## config.mk

```make
export PLATFORM = sky130hd
export DESIGN_NAME = mips_fetch_unit
export DESIGN_NICKNAME = d
export VERILOG_FILES = /design/src/rtl/mips_fetch_unit.sv
export SDC_FILE = /design/constraint.sdc
export NUM_CORES = 1
export LEC_CHECK = 0
export BUFFER_PORTS_ARGS = -buffer_cell sky130_fd_sc_hd__clkbuf_2
export CORE_MARGIN = 1
export CORE_UTILIZATION = 52
export DETAILED_ROUTE_END_ITERATION = 6
export PLACE_DENSITY_LB_ADDON = 0.25
export SLEW_MARGIN = 20
export SYNTH_ARGS = -nofsm -noshare
export SYNTH_HDL_FRONTEND = slang
export SYNTH_SLANG_ARGS = --single-unit
```

## constraint.sdc

```tcl
create_clock -name clk -period 5.4 [get_ports clk]
set_input_delay 0 -clock clk [delete_from_list [all_inputs] [get_ports clk]]
set_output_delay 0 -clock clk [all_outputs]
set_load 0.02 [all_outputs]
```

## src/rtl/mips_fetch_unit.sv

```systemverilog
// MIPS instruction-fetch stage: owns the PC, issues single-outstanding imem
// requests, loads IF/ID and redirects on taken BEQ / J, discarding stale words.
module mips_fetch_unit #(
  parameter logic [31:0] RESET_PC = 32'h0000_0000
) (
  input  logic        clk,
  input  logic        rst_n,
  input  logic        stall,
  input  logic        branch_id,
  input  logic        cmp_equal,
  input  logic [31:0] branch_target,
  input  logic        jump_id,
  input  logic [31:0] jump_target,
  output logic        imem_req,
  output logic [31:0] imem_addr,
  input  logic        imem_valid,
  input  logic [31:0] imem_rdata,
  output logic        imem_ready,
  output logic [31:0] pc,
  output logic [31:0] ifid_instr,
  output logic [31:0] ifid_pc4,
  output logic        ifid_valid,
  output logic        flush
);

  typedef enum logic [1:0] {
    S_IDLE,
    S_ISSUE,
    S_WAIT,
    S_DISCARD
  } state_t;

  state_t      r_state;
  state_t      w_state_next;
  logic [31:0] r_pc;
  logic [31:0] w_pc_next;
  logic [31:0] r_ifid_instr;
  logic [31:0] r_ifid_pc4;
  logic        r_ifid_valid;
  logic        w_ifid_valid_next;
  logic        w_load;
  logic        w_accept;
  logic        w_redirect;
  logic [31:0] w_target;
  logic [31:0] w_pc_plus4;

  // Stall outranks redirect: branch operands may not be forwarded yet.
  assign w_redirect = r_ifid_valid & ~stall & (jump_id | (branch_id & cmp_equal));
  assign w_accept   = imem_valid & imem_ready;
  assign w_target   = jump_id ? jump_target : branch_target;
  assign w_pc_plus4 = r_pc + 32'd4;

  assign flush      = w_redirect;
  assign pc         = r_pc;
  assign imem_addr  = r_pc;
  assign ifid_instr = r_ifid_instr;
  assign ifid_pc4   = r_ifid_pc4;
  assign ifid_valid = r_ifid_valid;
  assign imem_req   = (r_state == S_ISSUE);
  assign imem_ready = (r_state == S_WAIT) ? ~stall : (r_state == S_DISCARD);

  // NOTE: every signal written here gets a default first so no path leaves it
  // unassigned; otherwise synthesis infers a latch.
  always_comb begin
    w_state_next = r_state;
    w_pc_next    = r_pc;
    w_load       = 1'b0;
    case (r_state)
      S_IDLE:  w_state_next = S_ISSUE;
      S_ISSUE: begin
        // The request to the old PC is already out, so its word must be eaten.
        if (w_redirect) begin
          w_pc_next    = w_target;
          w_state_next = S_DISCARD;
        end else begin
          w_state_next = S_WAIT;
        end
      end
      S_WAIT: begin
        if (w_redirect) begin
          w_pc_next    = w_target;
          w_state_next = w_accept ? S_ISSUE : S_DISCARD;
        end else if (w_accept) begin
          w_load       = 1'b1;
          w_pc_next    = w_pc_plus4;
          w_state_next = S_ISSUE;
        end
      end
      S_DISCARD: begin
        if (imem_valid) w_state_next = S_ISSUE;
      end
      default: w_state_next = S_IDLE;
    endcase
    // A redirect implies ~stall, so it always lands on the bubble branch.
    if (w_load)     w_ifid_valid_next = 1'b1;
    else if (stall) w_ifid_valid_next = r_ifid_valid;
    else            w_ifid_valid_next = 1'b0;
  end

  // NOTE: state is updated with non-blocking assignments so every register
  // samples the pre-edge values, independent of statement order.
  always_ff @(posedge clk or negedge rst_n) begin
    if (!rst_n) begin
      r_state      <= S_IDLE;
      r_pc         <= RESET_PC;
      r_ifid_instr <= 32'h0;
      r_ifid_pc4   <= 32'h0;
      r_ifid_valid <= 1'b0;
    end else begin
      r_state      <= w_state_next;
      r_pc         <= w_pc_next;
      r_ifid_valid <= w_ifid_valid_next;
      if (w_load) begin
        r_ifid_instr <= imem_rdata;
        r_ifid_pc4   <= w_pc_plus4;
      end
    end
  end

endmodule

```

==> results.tsv <==
stage	metric	value	unit
floorplanning	Die X	105	um
routing	DR iter-0 viols	202	
synth	Top FF cell, synth	dfrtp_1	
routing	DR WL/cell	15.9	um
clocking	Setup Fix Bufs, Post-CTS	0	
layout	Nets	874	
layout	Util after Layout	68.3	%
pwr	part of the power in combinational logic	49.5	%
synth	Syn. warnings	0	
critical_path	arrival time worst endpoint	3.03	ns
layout	share of layout cells above drive strength 1	41.6	%
synth	sequential-to-total area share from yosys stat	45.1	%
pwr	Clock power frac	12.2	%
sta	Final Setup Violations	0	
clocking	Root Buffer	clkbuf_8	
floorplanning	Initial Util	53.5	%
synth	Post-synth ARST share	100	%
clocking	Worst-path clk slew	0.10	ns
worst_hold_path	class of the worst hold path	primary input to register	
grt	first-pass GRT wire length	23700	um
critical_path	CP Data Required Time	5.65	ns
critical_path	Worst setup EP type	register	
synth	top-area cell type share of the netlist area	45.1	%
clocking	htree depth	3	
synth	syn nets	661	
clocking	Worst-Skew Late Latency	0.38	ns
critical_path	crit-path cells	inv_1 -> ha_1 -> mux2i_1 -> nand3_4 -> mux2_2	
pwr	switch share	48.0	%
clocking	CTS Buf Count	9	
synth	Seq cells post-synth	99	
grt	initial antenna violation count	0	
place	Detailed Place HPWL	9780	um
routing	Antenna Nets Post-Route	0	
sta	Final Slew Violations	0	
synth	Post-synth top cells	dfrtp_1 (99), nand2_1 (67), mux2_2 (53), o21ai_0 (47), buf_4 (35)	
synth	largest cells by area after synthesis	dfrtp_1 (45%), mux2_2 (11%), buf_4 (4.8%), nand2_1 (4.6%), o21ai_0 (4.3%)	
clocking	post-CTS sizing	0	
synth	Synth area leader	dfrtp_1	
pwr	Leak	3.43	nW
synth	top-count cell post-synth	dfrtp_1	
routing	detailed-router iteration count before antenna repair	5	
pwr	power per standard cell area	532	nW/um^2
flow_run	Maximum Capacitance Violations	0	
sta	Worst-Margin Slew	1.06	ns
critical_path	CP max stage delay	0.84	ns
routing	vias per cell	5.31	
grt	vias in the first global route	4627	
sta	Slew HR	29.5	%
pwr	sequential power share	38.2	%
sta	final hold violations	0	
outcome	status	finished, final reports clean	
routing	WL final	14400	um
sta	Final period util	51.4	%
sta	RSZ-0062 raised after global routing	false	
critical_path	WP buf/inv	1	
routing	DR DRC count	0	
floorplanning	Die Ht	105	um
routing	vias post-DR	4821	
place	port bufs	234	
synth	post-synth cell types	49	
critical_path	crit-path leading delay family	multiplexers	
sta	Hold WS	0.00115	ns
layout	ANT cells	0	
pwr	Sw Pwr	1.79	mW
critical_path	crit path launch type	register	
place	routability cong.	0.798	
synth	Avg Cell Area, Syn	9.93	um^2
grt	Remaining Overflow, GRT	0	
floorplanning	core box area	10300	um^2
clocking	CTS sink cnt	99	
sta	minimum clock period after layout	2.78	ns
pwr	Worst VDD drop	0.274	mV
clocking	Max Buffers Root-to-Sink	2	
floorplanning	# IOs	235	
synth	Post-Synthesis Cells	554	
clocking	CTS tree	built	
critical_path	worst-path maximum fanout	94	
pwr	Final Power	3.73	mW
layout	# fillers	828	
layout	layout overhead on the synthesized area	27.6	%
critical_path	reg-to-reg slack, setup	2.62	ns
pwr	internal power	1.94	mW
sta	fmax	360	MHz
sta	post-route clock skew	0.0176	ns
floorplanning	DIE AREA	11000	um^2
critical_path	WS Path Type	register to register	
grt	largest net degree at the start of global routing	95	
critical_path	Slowest cell on crit path	nand3_4	
floorplanning	site row count	37	
synth	synthesized area	5500	um^2
grt	Tot GR Track Use	27.1	%
synth	Post-synth EDFFs	0	
sta	setup TNS	0	ns
==> worst min-delay path, delay by kind of cell <==
kind / cells / cell delay (ns)
AO/OA/AOI/OAI: 1 / 0.12
buffers and inverters: 1 / 0.08
multiplexers: 1 / 0.12
==> registers in the layout, indices dropped and copies added, names as in the netlist <==
register    cells
ifid_instr     32
ifid_pc4       32
imem_addr      32
r_state         2
ifid_valid      1
==> power by group through the flow <==
stage | Clock, mW | Sequential (mW) | Combinational [mW]
after floorplan | 0 | 1.72 | 1.02
after global placement | 0 | 1.41 | 1.79
after detailed placement | 0 | 1.44 | 1.82
after CTS | 0.462 | 1.42 | 1.85
after global routing | 0.495 | 1.48 | 1.99
final | 0.456 | 1.43 | 1.85
==> cell usage in the layout, fill, tap and decap left out, types with 4 or more instances in the layout <==
cell type	synthesis	routed
clkbuf_2	0	233
a2bb2oi_1	14	14
ha_1	4	4
nor3_1	4	4
nor4_1	4	4
nor2b_1	4	4
and2_1	6	6
inv_1	9	9
nand3_1	19	18
a21oi_1	25	25
nand2_1	67	67
dfrtp_1	99	99
xor2_1	16	16
o21ai_0	47	46
dlygate4sd3_1	0	38
mux2_2	53	53
mux2i_1	13	13
clkbuf_8	0	9
a211oi_1	5	5
xnor2_1	12	12
clkinvlp_4	0	4
o22a_1	4	4
o22ai_1	15	15
nor2_1	14	13
buf_4	35	4
nand4_1	12	12
==> worst paths after layout <==
path | from | cells past startpoint | end
min in group asynchronous | rst_n | 2 | ifid_instr[10]
max in group asynchronous | rst_n | 3 | imem_addr[16]
worst max-delay path | r_state[0] | 5 | ifid_instr[15]
worst max register to register | r_state[0] | 5 | ifid_instr[15]
worst min-delay path | branch_target[2] | 3 | imem_addr[2]
worst min register to register | ifid_pc4[15] | 2 | ifid_pc4[15]
==> metal layers <==
metal	vias up	track usage [%]	routed length, um	share of wire (%)
met2	186	44.3	6890	48
met1	2250	36.4	6310	44
met4	0	8.95	237	1.6
li1	2366	-	-	-
met5	-	0	0	0
met3	19	4.93	995	6.9
==> cells by family after synthesis <==
| family | count (synthesis) | share of synthesized area, % |
|---|---|---|
| AOI/OAI and AO/OA | 124 | 13.8 |
| xor gates and xnor gates | 28 | 4.46 |
| adders and majority gates | 4 | 0.910 |
| buffers and inverters | 82 | 8.46 |
| DFF | 99 | 45.1 |
| muxes | 66 | 13.2 |
| and+or+nand+nor | 151 | 14.1 |
==> cell type report <==
class                           instances  area [um^2]  area share [%]
Multi-Input combinational cell        373         2580            36.7
Inverter                                9         33.8           0.481
Timing Repair Buffer                  275         1580            22.5
Tap cell                              136          170            2.42
Clock inverter                          7         58.8           0.838
Sequential cell                        99         2480            35.3
Clock buffer                            9          124            1.77
==> stage by stage <==
| stage | cell area (um^2) | worst slack (ns) | std cells |
|---|---|---|---|
| final | 7020 | 2.62 | 908 |
| after global routing | 7020 | 2.40 | 908 |
| after CTS | 7010 | 2.65 | 908 |
| after detailed placement | 6450 | 2.64 | 854 |
| after global placement | 6450 | 2.72 | 854 |
| after floorplan | 5500 | 3.12 | 554 |
==> timing repair <==
item | 4_1_cts | 5_1_grt
endpoints found under the hold margin | 77 | 0
setup endpoints to repair | 0 | 0
hold buffers | 38 | 0
No activity file was read; power rests on OpenSTA's default activity.
